$ cat src/rtl/axi_rd_router.sv
// Read-channel router: steers the granted master's AR to the slave, returns R.
// Optional beat-count checking is enabled by defining AXI_RD_BEAT_CHECK_EN.
module axi_rd_router #(
    parameter int ADDR_W = 32,
    parameter int DATA_W = 32,
    parameter int ID_W   = 4
) (
    input  logic              ACLK,
    input  logic              ARESETn,
    input  logic              m0_rgrnt,
    input  logic              m1_rgrnt,
    input  logic              m2_rgrnt,
    input  logic              m3_rgrnt,
    input  logic [ID_W-1:0]   m0_ARID,
    input  logic [ADDR_W-1:0] m0_ARADDR,
    input  logic [7:0]        m0_ARLEN,
    input  logic [2:0]        m0_ARSIZE,
    input  logic [1:0]        m0_ARBURST,
    input  logic              m0_ARVALID,
    output logic              m0_ARREADY,
    input  logic [ID_W-1:0]   m1_ARID,
    input  logic [ADDR_W-1:0] m1_ARADDR,
    input  logic [7:0]        m1_ARLEN,
    input  logic [2:0]        m1_ARSIZE,
    input  logic [1:0]        m1_ARBURST,
    input  logic              m1_ARVALID,
    output logic              m1_ARREADY,
    input  logic [ID_W-1:0]   m2_ARID,
    input  logic [ADDR_W-1:0] m2_ARADDR,
    input  logic [7:0]        m2_ARLEN,
    input  logic [2:0]        m2_ARSIZE,
    input  logic [1:0]        m2_ARBURST,
    input  logic              m2_ARVALID,
    output logic              m2_ARREADY,
    input  logic [ID_W-1:0]   m3_ARID,
    input  logic [ADDR_W-1:0] m3_ARADDR,
    input  logic [7:0]        m3_ARLEN,
    input  logic [2:0]        m3_ARSIZE,
    input  logic [1:0]        m3_ARBURST,
    input  logic              m3_ARVALID,
    output logic              m3_ARREADY,
    output logic [ID_W-1:0]   m0_RID,
    output logic [DATA_W-1:0] m0_RDATA,
    output logic [1:0]        m0_RRESP,
    output logic              m0_RLAST,
    output logic              m0_RVALID,
    input  logic              m0_RREADY,
    output logic [ID_W-1:0]   m1_RID,
    output logic [DATA_W-1:0] m1_RDATA,
    output logic [1:0]        m1_RRESP,
    output logic              m1_RLAST,
    output logic              m1_RVALID,
    input  logic              m1_RREADY,
    output logic [ID_W-1:0]   m2_RID,
    output logic [DATA_W-1:0] m2_RDATA,
    output logic [1:0]        m2_RRESP,
    output logic              m2_RLAST,
    output logic              m2_RVALID,
    input  logic              m2_RREADY,
    output logic [ID_W-1:0]   m3_RID,
    output logic [DATA_W-1:0] m3_RDATA,
    output logic [1:0]        m3_RRESP,
    output logic              m3_RLAST,
    output logic              m3_RVALID,
    input  logic              m3_RREADY,
    output logic [ID_W-1:0]   s_ARID,
    output logic [ADDR_W-1:0] s_ARADDR,
    output logic [7:0]        s_ARLEN,
    output logic [2:0]        s_ARSIZE,
    output logic [1:0]        s_ARBURST,
    output logic              s_ARVALID,
    input  logic              s_ARREADY,
    input  logic [ID_W-1:0]   s_RID,
    input  logic [DATA_W-1:0] s_RDATA,
    input  logic [1:0]        s_RRESP,
    input  logic              s_RLAST,
    input  logic              s_RVALID,
    output logic              s_RREADY,
    output logic              rd_busy,
    output logic [1:0]        rd_owner,
    output logic              rd_err
);

    localparam logic [1:0] IDLE = 2'd0;
    localparam logic [1:0] ADDR = 2'd1;
    localparam logic [1:0] DATA = 2'd2;

    logic [1:0] state;
    logic [1:0] owner;
    logic [1:0] sel;

    logic [3:0] grnt;
    logic [3:0] arvalid;
    logic [3:0] rready;
    logic [3:0] arready;
    logic [3:0] rvalid;
    logic [3:0] rlast;

    logic [ID_W-1:0]   arid    [4];
    logic [ADDR_W-1:0] araddr  [4];
    logic [7:0]        arlen   [4];
    logic [2:0]        arsize  [4];
    logic [1:0]        arburst [4];
    logic [ID_W-1:0]   rid     [4];
    logic [DATA_W-1:0] rdata   [4];
    logic [1:0]        rresp   [4];

    logic in_addr;
    logic in_data;
    logic start;
    logic ar_hs;
    logic r_hs;
    logic last;

    assign grnt    = {m3_rgrnt, m2_rgrnt, m1_rgrnt, m0_rgrnt};
    assign arvalid = {m3_ARVALID, m2_ARVALID, m1_ARVALID, m0_ARVALID};
    assign rready  = {m3_RREADY, m2_RREADY, m1_RREADY, m0_RREADY};

    assign arid    = '{m0_ARID, m1_ARID, m2_ARID, m3_ARID};
    assign araddr  = '{m0_ARADDR, m1_ARADDR, m2_ARADDR, m3_ARADDR};
    assign arlen   = '{m0_ARLEN, m1_ARLEN, m2_ARLEN, m3_ARLEN};
    assign arsize  = '{m0_ARSIZE, m1_ARSIZE, m2_ARSIZE, m3_ARSIZE};
    assign arburst = '{m0_ARBURST, m1_ARBURST, m2_ARBURST, m3_ARBURST};

    // Lowest-index grant wins if the arbiter ever hands out more than one.
    always_comb begin
        sel = 2'd0;
        if (grnt[0])      sel = 2'd0;
        else if (grnt[1]) sel = 2'd1;
        else if (grnt[2]) sel = 2'd2;
        else if (grnt[3]) sel = 2'd3;
    end

    assign in_addr = (state == ADDR);
    assign in_data = (state == DATA);
    assign start   = (state == IDLE) && (|grnt) && arvalid[sel];
    assign ar_hs   = s_ARVALID && s_ARREADY;
    assign r_hs    = in_data && s_RVALID && s_RREADY;

    always_ff @(posedge ACLK or negedge ARESETn) begin
        if (!ARESETn) begin
            state <= IDLE;
            owner <= 2'd0;
        end else begin
            case (state)
                IDLE: if (start) begin
                    state <= ADDR;
                    owner <= sel;
                end
                ADDR: if (ar_hs) state <= DATA;
                DATA: if (r_hs && last) state <= IDLE;
                default: state <= IDLE;
            endcase
        end
    end

`ifdef AXI_RD_BEAT_CHECK_EN
    logic [7:0] cnt;
    logic [7:0] len;
    logic       len_hit;

    assign len_hit = (cnt == len);
    // A missing RLAST on the final expected beat is synthesised here.
    assign last    = s_RLAST || len_hit;

    always_ff @(posedge ACLK or negedge ARESETn) begin
        if (!ARESETn) begin
            cnt    <= 8'd0;
            len    <= 8'd0;
            rd_err <= 1'b0;
        end else begin
            rd_err <= r_hs && (s_RLAST != len_hit);
            if (ar_hs) begin
                len <= arlen[owner];
                cnt <= 8'd0;
            end else if (r_hs) begin
                cnt <= cnt + 8'd1;
            end
        end
    end
`else
    assign last   = s_RLAST;
    assign rd_err = 1'b0;
`endif

    assign s_ARVALID = in_addr && arvalid[owner];
    assign s_ARID    = in_addr ? arid[owner]    : '0;
    assign s_ARADDR  = in_addr ? araddr[owner]  : '0;
    assign s_ARLEN   = in_addr ? arlen[owner]   : '0;
    assign s_ARSIZE  = in_addr ? arsize[owner]  : '0;
    assign s_ARBURST = in_addr ? arburst[owner] : '0;
    assign s_RREADY  = in_data && rready[owner];
    assign rd_busy   = (state != IDLE);
    assign rd_owner  = owner;

    always_comb begin
        for (int i = 0; i < 4; i++) begin
            arready[i] = in_addr && (owner == 2'(i)) && s_ARREADY;
            rvalid[i]  = in_data && (owner == 2'(i)) && s_RVALID;
            rlast[i]   = in_data && (owner == 2'(i)) && last;
            rid[i]     = (in_data && owner == 2'(i)) ? s_RID   : '0;
            rdata[i]   = (in_data && owner == 2'(i)) ? s_RDATA : '0;
            rresp[i]   = (in_data && owner == 2'(i)) ? s_RRESP : '0;
        end
    end

    assign {m3_ARREADY, m2_ARREADY, m1_ARREADY, m0_ARREADY} = arready;
    assign {m3_RVALID, m2_RVALID, m1_RVALID, m0_RVALID}     = rvalid;
    assign {m3_RLAST, m2_RLAST, m1_RLAST, m0_RLAST}         = rlast;

    assign m0_RID   = rid[0];
    assign m1_RID   = rid[1];
    assign m2_RID   = rid[2];
    assign m3_RID   = rid[3];
    assign m0_RDATA = rdata[0];
    assign m1_RDATA = rdata[1];
    assign m2_RDATA = rdata[2];
    assign m3_RDATA = rdata[3];
    assign m0_RRESP = rresp[0];
    assign m1_RRESP = rresp[1];
    assign m2_RRESP = rresp[2];
    assign m3_RRESP = rresp[3];

endmodule

$ cat config.mk
export PLATFORM = sky130hd
export DESIGN_NAME = axi_rd_router
export DESIGN_NICKNAME = d
export VERILOG_FILES = /design/src/rtl/axi_rd_router.sv
export SDC_FILE = /design/constraint.sdc
export NUM_CORES = 1
export LEC_CHECK = 0
export BUFFER_PORTS_ARGS = -buffer_cell sky130_fd_sc_hd__buf_2
export CAP_MARGIN = 40
export CORE_AREA = 2 2 183 185
export CTS_CLUSTER_SIZE = 8
export DETAILED_ROUTE_END_ITERATION = 10
export DIE_AREA = 0 0 185 187
export GPL_TIMING_DRIVEN = 0
export SYNTH_ARGS = -nofsm -noshare
export SYNTH_HDL_FRONTEND = slang
export SYNTH_SLANG_ARGS = --single-unit
export TNS_END_PERCENT = 100
$ cat constraint.sdc
create_clock -name ACLK -period 4.6 [get_ports ACLK]
set_input_delay 0.92 -clock ACLK [delete_from_list [all_inputs] [get_ports ACLK]]
set_output_delay 0.92 -clock ACLK [all_outputs]
set_load 0.005 [all_outputs]
==> results of run 1 <==
kinds of logic (layout without fill, tap and decap cells):
logic type             after synthesis  after routing
buffers and inverters               36            507
AOI/OAI and AO/OA                   11             11
DFF                                  4              4
and+or+nand+nor                    236            236
muxes                               52             52
other                                1              4
metrics by stage:
step	area, um2	utilization	hold WS [ns]	total power [mW]
floorplan	2970	-	0.454	1.14
global placement	5870	0.179	0.483	1.96
detailed placement	5870	0.179	0.485	1.96
CTS	5950	0.181	0.489	2.11
global route	5950	0.181	0.502	2.23
finish	5950	0.181	0.500	2.05
power groups by stage:
stage	Combinational [mW]	Sequential (mW)	Clock (mW)
finish	1.82	0.0932	0.134
global route	1.99	0.102	0.139
CTS	1.87	0.101	0.136
detailed placement	1.86	0.101	0
global placement	1.86	0.101	0
floorplan	1.07	0.0715	0
routing by layer:
metal  vias up  share of wire  global-route usage
met3        32          0.091              0.0269
met2       316           0.50               0.218
li1       2115              -                   -
met5         -         0.0040                   0
met1      2074           0.38               0.127
met4        12          0.023              0.0263
area by class of cell:
type | instances | area share
antenna | 3 | 0.00126
buffer | 35 | 0.0303
clock buffer | 3 | 0.0126
inverter | 1 | 0.000630
multi-input combinational | 300 | 0.451
sequential | 4 | 0.0168
tap | 448 | 0.0941
timing repair buffer | 468 | 0.393
registers in the layout (all words and copies together), names as in the netlist:
| name | flops |
|---|---|
| rd_owner | 2 |
| state | 2 |
worst register-to-register path, delay by kind of cell (launching register included):
family                 cells  cell delay (ns)
buffers and inverters      1             0.32
muxes                      1             0.66
DFF                        1             0.58
AOI/OAI and AO/OA          1             0.29
worst max-delay path by stage:
stage | startpoint | endpoint | slack (ns)
after floorplan | m3_ARVALID | s_ARVALID | 2.13
after global placement | rd_owner[1] | m3_RDATA[17] | 0.98
after detailed placement | rd_owner[1] | m3_RDATA[17] | 1.01
after CTS | rd_owner[1] | m3_RDATA[17] | 0.77
after global routing | rd_owner[1] | m3_RDATA[17] | 0.72
final | rd_owner[1] | m3_RDATA[17] | 1.07
cells in the final DEF (no fill, tap or decap), drive strengths merged, types with 2 or more instances in the layout:
master	synthesis	final
and2	160	160
clkbuf	22	25
diode	0	3
buf	13	481
mux4	51	51
nor2b	53	53
nand3b	2	2
a21oi	4	4
nand2	5	5
nor3	2	2
nand2b	5	5
nor2	6	6
dfrtp	4	4
o21ai	3	3
==> metrics.md, run 1 <==
| Metric | Value |
|---|---|
| FILL cells | 3752 |
| Port Buf Inserts | 468 |
| Final nets | 1064 |
| Clock Tree Buf Depth | 2 |
| Most area-hungry cell type in the Yosys netlist | mux4_2 |
| Final RePlAce weighted congestion | 0.812 |
| Yosys reg bits | 4 |
| Sw Share | 0.468 |
| Final min period | 3.53 ns |
| Final Skew | 0.00128 ns |
| Detailed Route WL | 21800 um |
| Critical path data required time | 3.68 ns |
| Final Slew Violations | 0 |
| Pwr dens | 344 nW/um2 |
| Die Y | 187 um |
| Drc violations | 0 |
| H-Tree Level Count | 1 |
| HP Class | input port to async pin |
| Worst R2R Setup Slack | 2.66 ns |
| Worst Setup Start Kind | register |
| Hpwl dp | 19400 um |
| Clock Power Share | 0.065 |
| Count leader, synth | and2_1 |
| Syn_nets | 591 |
| Mapped cell area | 2970 um2 |
| Async S/R FF share, synth | 1.00 |
| # rows | 67 |
| Most frequent cells after synthesis | and2_1 (160), nor2b_1 (53), mux4_2 (51) |
| Area growth syn-to-layout | 101% |
| Crit path kind | register to output pin |
| Post-synth EDFFs | 0 |
| Share of cells above drive strength 1 | 0.662 |
| Die X | 185 um |
| Cell chain of the critical path | buf_2 -> nand2_1 -> nor2_1 -> clkbuf_1 -> and2_1 -> buf_2 |
| WP depth | 6 |
| Placement-stage worst setup slack | 1.01 ns |
| Iter 0 DRT Violations | 133 |
| Post-synthesis simple-gate area fraction | 0.488 |
| CP Max Fanout | 10 |
| R2R cell count | 3 |
| WP buf/inv | 3 |
| Global-route wire length before repair | 28600 um |
| Post-DRT Antenna Nets | 0 |
| Cts repair resizes | 0 |
| CTS Sinks | 4 |
| Mapped Cells | 340 |
| Seq pwr share | 0.045 |
| XOR/XNOR Fraction of Synth Area | 0 |
| Final Setup Violations | 0 |
| Worst Path Arrival | 2.61 ns |
| Top delay family on crit path | buffers and inverters |
| Clk slew on worst S/H paths | 0.03 ns |
| Synth top area cells | mux4_2 (39%), and2_1 (34%), nor2b_1 (11%) |
| CP Capture Type | output pin |
| NetSw | 0.959 mW |
| Distinct cell type count after synthesis | 25 |
| Largest family of logic cells by synthesized area | simple AND/OR/NAND/NOR gates |
| CP most frequent cell | buf_2 |
| Worst path max stage delay | 0.55 ns |
| Max frequency | 0.283 GHz |
| Status | complete, no violations |
| GRT overflow | 0 |
| Reg-to-Reg Start | rd_owner[0] |
| Setup TNS | 0 ns |
| Crit-path slowest cell | dfrtp_1 |
| Post-CTS setup buffer count | 0 |
| Total GRT Usage | 0.115 |
| Cells after DPL | 1256 |
| Final worst slack | 1.07 ns |
| Post-synth top flop | dfrtp_1 |
| Reg2reg end | state[0] |
| Top Ports | 470 |
| Yosys warns | 0 |
| Int Pwr | 1.09 mW |
| Share of the synthesized area in the top cell type | 0.387 |
| Largest net degree at the start of global routing | 11 |
| Root Buffer Master | clkbuf_16 |
| CTS tree | built |
| DR vias | 4549 |
| Max-cap violations | 0 |
| First-pass DRT Iterations | 4 |
| DR WL/cell | 17.2 um |
| Worst vdd ir | 0.124 mV |
| Worst Tran Pin Value | 0.642 ns |
| Worst-Skew Late Latency | 0.22 ns |
| Core Region | 32900 um2 |
| Vias per cell | 3.60 |
| Multiplexer share of the synthesized area | 0.390 |
| RSZ-0062 raised after global routing | no |
| Slew HR | 0.569 |
| CTS hold repair buffers | 0 |
| Crit share post-route | 0.768 |
| Initial Utilization | 0.0904 |
| Comb power frac | 0.889 |
| Leak | 3.31 nW |
| Antenna violations before repair | 10 |
| Fin. Hold Viols | 0 |
| Final Non-Filler Cells | 1262 |
| Post-synthesis adder-cell area fraction | 0 |
| Total CTS buffers | 3 |
| Register area | 100 um2 |
| Post-synthesis compound-gate area fraction | 0.0244 |
| Mapped Avg Cell Area | 8.73 um2 |
| Vias in the first global route | 4520 |
| Die area | 34600 um2 |
| Multi-input combinational cell area | 2690 um2 |
| Part of the Yosys area used for sequential elements | 0.0337 |
Note: power is estimated with default switching activity, not from simulation.
==> inputs of run 2 (changes only) <==
--- a/config.mk
+++ b/config.mk
@@ -7,10 +7,10 @@
 export LEC_CHECK = 0
 export BUFFER_PORTS_ARGS = -buffer_cell sky130_fd_sc_hd__buf_2
 export CAP_MARGIN = 40
-export CORE_AREA = 2 2 183 185
+export CORE_AREA = 2 2 182 184
 export CTS_CLUSTER_SIZE = 8
 export DETAILED_ROUTE_END_ITERATION = 10
-export DIE_AREA = 0 0 185 187
+export DIE_AREA = 0 0 184 186
 export GPL_TIMING_DRIVEN = 0
 export SYNTH_ARGS = -nofsm -noshare
 export SYNTH_HDL_FRONTEND = slang
==> constraint.sdc (replaced) <==
create_clock -name ACLK -period 3.05 [get_ports ACLK]
set_input_delay 0.61 -clock ACLK [delete_from_list [all_inputs] [get_ports ACLK]]
set_output_delay 0.61 -clock ACLK [all_outputs]
set_load 0.005 [all_outputs]
==> metrics.md, run 2 (synthesis gave the netlist of run 1 again) <==
| Metric | Value |
|---|---|
| Top Ports | 470 (unchanged) |
| Critical path data required time | 2.44 ns (-1.24 ns) |
| Final Skew | 0.00281 ns (+0.00152 ns) |
| CP Capture Type | output pin |
| Post-DRT Antenna Nets | 0 (unchanged) |
| Status | complete, no violations |
| # rows | 66 (-1.5%) |
| DR vias | 4566 (+0.37%) |
| Clock Power Share | 0.067 (+0.002) |
| R2R cell count | 3 (unchanged) |
| First-pass DRT Iterations | 4 (unchanged) |
| Final Slew Violations | 0 (unchanged) |
| Final Setup Violations | 0 (unchanged) |
| Seq pwr share | 0.044 (about the same) |
| Int Pwr | 1.65 mW (+51%) |
| Iter 0 DRT Violations | 143 (+7.5%) |
| Cell chain of the critical path | clkbuf_4 -> nor3_2 -> clkbuf_1 -> and2_1 -> buf_2 |
| Global-route wire length before repair | 26400 um (-7.7%) |
| Die X | 184 um (-0.54%) |
| Worst-Skew Late Latency | 0.22 ns (about the same) |
| Final hold slack | 0.184 ns (-0.316 ns) |
| Comb power frac | 0.889 (about the same) |
| Pwr dens | 510 nW/um2 (+48%) |
| Hpwl dp | 18300 um (-5.9%) |
| Vias in the first global route | 4498 (-0.49%) |
| Total GRT Usage | 0.105 (-0.00943) |
| Origin of the worst setup path | rd_owner[1] |
| Most frequent cells in the layout | buf_2 (473), and2_1 (160), nor2b_1 (53) |
| NetSw | 1.38 mW (+43%) |
| Port Buf Inserts | 468 (unchanged) |
| Max-cap violations | 0 (unchanged) |
| Final Non-Filler Cells | 1223 (-3.1%) |
| Setup TNS | 0 ns (unchanged) |
| Worst Setup Start Kind | register |
| Antenna violations before repair | 6 (-4) |
| Worst vdd ir | 0.243 mV (+97%) |
| Commonest non-fill, non-tap cell in the layout | buf_2 |
| CTS hold repair buffers | 0 (unchanged) |
| Worst path max stage delay | 0.49 ns (-0.06 ns) |
| Die area | 34200 um2 (-1.1%) |
| Share of cells above drive strength 1 | 0.670 (+0.00740) |
| Core Region | 32200 um2 (-2.0%) |
| Cells after DPL | 1216 (-3.2%) |
| Crit path kind | register to output pin |
| Die Y | 186 um (-0.53%) |
| Initial Utilization | 0.0922 (+0.00184) |
| Worst R2R Setup Slack | 1.24 ns (-1.42 ns) |
| CTS Sinks | 4 (unchanged) |
| H-Tree Level Count | 1 (unchanged) |
| Final nets | 1064 (unchanged) |
| RSZ-0062 raised after global routing | no |
| Drc violations | 0 (unchanged) |
| Top delay family on crit path | buffers and inverters |
| Crit-path slowest cell | dfrtp_1 |
| Leak | 3.33 nW (+0.59%) |
| Root Buffer Master | clkbuf_16 |
| GRT overflow | 0 (unchanged) |
| Sw Share | 0.455 (-0.0131) |
| Crit share post-route | 0.932 |
| Register area | 100 um2 (unchanged) |
| Final RePlAce weighted congestion | 0.803 (-1.2%) |
| Largest net degree at the start of global routing | 11 (unchanged) |
| CTS tree | built |
| Reg-to-Reg Start | rd_owner[0] |
| Worst Path Arrival | 2.23 ns (-0.38 ns) |
| Clk slew on worst S/H paths | 0.03 ns (about the same) |
| Multi-input combinational cell area | 2690 um2 (+0.19%) |
| FILL cells | 3689 (-1.7%) |
| Total CTS buffers | 3 (unchanged) |
| CP Max Fanout | 10 (unchanged) |
| Area growth syn-to-layout | 99.4% |
| Final min period | 2.84 ns |
| Fin. Hold Viols | 0 (unchanged) |
| Slew HR | 0.644 (+0.0751) |
| Vias per cell | 3.73 (+3.6%) |
| HP Class | input port to async pin |
| Max frequency | 0.352 GHz |
| Util after Layout | 0.184 (+0.00264) |
| DR WL/cell | 16.6 um (-3.9%) |
| Worst Tran Pin Value | 0.534 ns (-0.108 ns) |
| WP buf/inv | 3 (unchanged) |
| WP depth | 5 (-1) |
| Detailed Route WL | 20300 um (-6.8%) |
| Clock Tree Buf Depth | 2 (unchanged) |
| Reg2reg end | state[0] |
| Critical Path Sink | m0_RLAST |
-- run 2: cell types whose count changed in the layout (fill, tap and decap cells not counted) --
cell	previous run	this run
nor3_2	0	1
clkbuf_2	0	5
clkbuf_4	0	1
clkbuf_1	22	17
buf_2	474	473
nor3_1	2	1
diode_2	3	4
-- run 2: metrics by stage --
| step | setup WS [ns] | total power, mW | cell area [um2] |
|---|---|---|---|
| 2_1_floorplan | 1.03 | 1.72 | 2970 |
| 3_3_place_gp | 0.199 | 2.84 | 5820 |
| 3_5_place_dp | 0.194 | 2.87 | 5820 |
| 4_1_cts | 0.00695 | 3.09 | 5900 |
| 5_1_grt | 0.0185 | 3.28 | 5920 |
| 6_report | 0.207 | 3.02 | 5920 |
-- run 2: area by class of cell --
| type | instances | share of cell area |
|---|---|---|
| antenna | 4 | 0.00169 |
| buffer | 35 | 0.0319 |
| clock buffer | 3 | 0.0127 |
| inverter | 1 | 0.000634 |
| multi-input combinational | 300 | 0.454 |
| sequential | 4 | 0.0169 |
| tap | 408 | 0.0862 |
| timing repair buffer | 468 | 0.396 |
-- run 2: what timing repair did --
item	in CTS	in global routing
setup endpoints to repair	16	45
gates resized for setup	2	9
buffers inserted	0	0
gates cloned	0	0
-- run 2: power groups by stage --
stage               clock (mW)  sequential, mW  combinational [mW]
floorplan                    0           0.108                1.61
global placement             0           0.137                2.71
detailed placement           0           0.137                2.73
CTS                      0.206           0.137                2.75
global route             0.213           0.141                2.93
finish                   0.202           0.132                2.69
-- run 2: how the worst min path moves through the flow --
stage / startpoint / endpoint / depth (start not counted)
finish: ARESETn / state[0] / 1
global route: ARESETn / state[0] / 1
CTS: ARESETn / state[0] / 1
detailed placement: ARESETn / rd_owner[1] / 1
global placement: ARESETn / rd_owner[1] / 1
floorplan: ARESETn / rd_owner[0] / 0
-- run 2: worst register-to-register path: stages, from the launching register on --
cell	delay, ns
dfrtp_1	0.52
buf_6	0.28
mux4_2	0.62
a311oi_2	0.30
-- run 2: per-layer routing --
layer,track usage,up-vias,routed length [um]
li1,-,2116,-
met1,0.117,2136,7810
met2,0.206,294,10500
met3,0.0233,18,1650
met4,0.0170,2,306
met5,0,-,9
==> inputs of run 3 (changes only) <==
--- a/config.mk
+++ b/config.mk
@@ -7,11 +7,14 @@
 export LEC_CHECK = 0
 export BUFFER_PORTS_ARGS = -buffer_cell sky130_fd_sc_hd__buf_2
 export CAP_MARGIN = 40
-export CORE_AREA = 2 2 182 184
+export CELL_PAD_IN_SITES_DETAIL_PLACEMENT = 1
+export CELL_PAD_IN_SITES_GLOBAL_PLACEMENT = 2
+export CORE_AREA = 2 2 183 185
 export CTS_CLUSTER_SIZE = 8
 export DETAILED_ROUTE_END_ITERATION = 10
-export DIE_AREA = 0 0 184 186
+export DIE_AREA = 0 0 185 187
 export GPL_TIMING_DRIVEN = 0
+export PLACE_DENSITY_LB_ADDON = 0.1
 export SYNTH_ARGS = -nofsm -noshare
 export SYNTH_HDL_FRONTEND = slang
 export SYNTH_SLANG_ARGS = --single-unit
==> metrics.md, run 3 (synthesis gave the netlist of run 1 again) <==
| Metric | Value |
|---|---|
| Pwr dens | 498 nW/um2 (-2.5%) |
| Worst Setup Start Kind | register |
| Share of cells above drive strength 1 | 0.665 (-0.00493) |
| DR vias | 4501 (-1.4%) |
| Hpwl dp | 19300 um (+5.5%) |
| # rows | 67 (+1.5%) |
| Drc violations | 0 (unchanged) |
| First-pass DRT Iterations | 4 (unchanged) |
| Critical path data required time | 2.44 ns (about the same) |
| Worst Path Arrival | 2.15 ns (-0.08 ns) |
| Final nets | 1064 (unchanged) |
| Final RePlAce weighted congestion | 0.702 (-12%) |
| Post-CTS setup buffer count | 0 (unchanged) |
| Vias in the first global route | 4852 (+7.9%) |
| Clock Tree Buf Depth | 2 (unchanged) |
| Initial Utilization | 0.0904 (-0.00184) |
| CTS Sinks | 4 (unchanged) |
| Total CTS buffers | 3 (unchanged) |
| Final min period | 2.76 ns (-0.0841 ns) |
| Crit share post-route | 0.904 (-0.0276) |
| RSZ-0062 raised after global routing | no |
| HP Class | input port to async pin |
| Antenna violations before repair | 4 (-2) |
| Area growth syn-to-layout | 101% |
| Most frequent cells in the layout | buf_2 (474), and2_1 (160), nor2b_1 (53) |
| Die Y | 187 um (+0.54%) |
| Worst-Skew Late Latency | 0.22 ns (about the same) |
| Clk slew on worst S/H paths | 0.03 ns (about the same) |
| CTS tree | built |
| Post-DRT Antenna Nets | 0 (unchanged) |
| Slew HR | 0.638 (-0.00621) |
| Leak | 3.32 nW (-0.44%) |
| Reg-to-Reg Start | rd_owner[0] |
| Fin. Hold Viols | 0 (unchanged) |
| Setup TNS | 0 ns (unchanged) |
| Pwr Total | 2.97 mW (-1.9%) |
| Crit path kind | register to output pin |
| Final Non-Filler Cells | 1261 (+3.1%) |
| Worst vdd ir | 0.149 mV (-39%) |
| CP Capture Type | output pin |
| R2R cell count | 3 (unchanged) |
| Util after Layout | 0.181 (-0.00252) |
| Core Region | 32900 um2 (+2.0%) |
| Final Skew | 0.000996 ns (-0.00181 ns) |
| Root Buffer Master | clkbuf_16 |
| Port Buf Inserts | 468 (unchanged) |
| Worst R2R Setup Slack | 1.31 ns (+0.07 ns) |
| FILL cells | 4084 (+11%) |
| Iter 0 DRT Violations | 64 (-55%) |
| Largest net degree at the start of global routing | 11 (unchanged) |
| Top Ports | 470 (unchanged) |
| Global-route wire length before repair | 31000 um (+17%) |
| Reg2reg end | state[0] |
| Crit-path slowest cell | dfrtp_1 |
| Max frequency | 0.363 GHz (+3.1%) |
| DR WL/cell | 17.3 um (+4.6%) |
| Cell chain of the critical path | buf_6 -> nand2b_1 -> nor2_1 -> clkbuf_1 -> and2_1 -> buf_2 |
| Worst Tran Pin Value | 0.543 ns (+0.00931 ns) |
| Total GRT Usage | 0.119 (+0.0137) |
| Worst path max stage delay | 0.46 ns (-0.03 ns) |
| Status | complete, no violations |
| Final Setup Violations | 0 (unchanged) |
| Final Slew Violations | 0 (unchanged) |
| GRT overflow | 0 (unchanged) |
| Commonest non-fill, non-tap cell in the layout | buf_2 |
| Detailed Route WL | 21900 um (+7.9%) |
| CP Max Fanout | 10 (unchanged) |
| Die area | 34600 um2 (+1.1%) |
| Cells after DPL | 1256 (+3.3%) |
| Die X | 185 um (+0.54%) |
| Vias per cell | 3.57 (-4.4%) |
| Max-cap violations | 0 (unchanged) |
| H-Tree Level Count | 1 (unchanged) |
## run 3: timing repair
item	in CTS	in global routing
gates resized for setup	1	2
hold buffers	0	0
pin swaps	0	0
gates cloned	0	0
setup endpoints to repair	40	10
## run 3: cell type report
type	count	area, um2	share of cell area
Buffer	35	181	0.0304
Clock buffer	3	75.1	0.0126
Inverter	1	3.75	0.000630
Antenna cell	2	5.00	0.000840
Timing Repair Buffer	468	2340	0.393
Sequential cell	4	100	0.0168
Tap cell	448	561	0.0941
Multi-Input combinational cell	300	2690	0.451
## run 3: power by group
group | internal [mW] | switching (mW)
combinational | 1.40 | 1.25
sequential | 0.0780 | 0.0433
clock | 0.167 | 0.0360
## run 3: metrics by stage
step / instance area [um2] / setup WS [ns] / hold WS [ns]
floorplan: 2970 / 1.03 / 0.314
global placement: 5870 / 0.133 / 0.424
detailed placement: 5870 / 0.0813 / 0.422
CTS: 5950 / 0.0998 / 0.188
global route: 5960 / 0.00690 / 0.191
finish: 5960 / 0.292 / 0.189
## run 3: critical path, delay by kind of cell (launching register included)
family,cells,cell delay [ns]
DFF,1,0.46
buffers and inverters,3,0.76
and+or+nand+nor,3,0.70
## run 3: worst max path at each step
stage	from	endpoint	slack, ns
4_1_cts	rd_owner[1]	m0_RDATA[8]	0.1
6_report	rd_owner[0]	m2_RDATA[30]	0.29
2_1_floorplan	rd_owner[0]	s_ARADDR[10]	1.03
3_3_place_gp	rd_owner[1]	m0_RDATA[8]	0.13
5_1_grt	rd_owner[1]	m3_RID[3]	0.007
3_5_place_dp	rd_owner[1]	m0_RDATA[8]	0.08
## run 3: metal layers
layer,global-route usage,part of all wire
met1,0.123,0.35
met2,0.236,0.53
met3,0.0356,0.11
met5,0,0.00055
met4,0.0165,0.0058
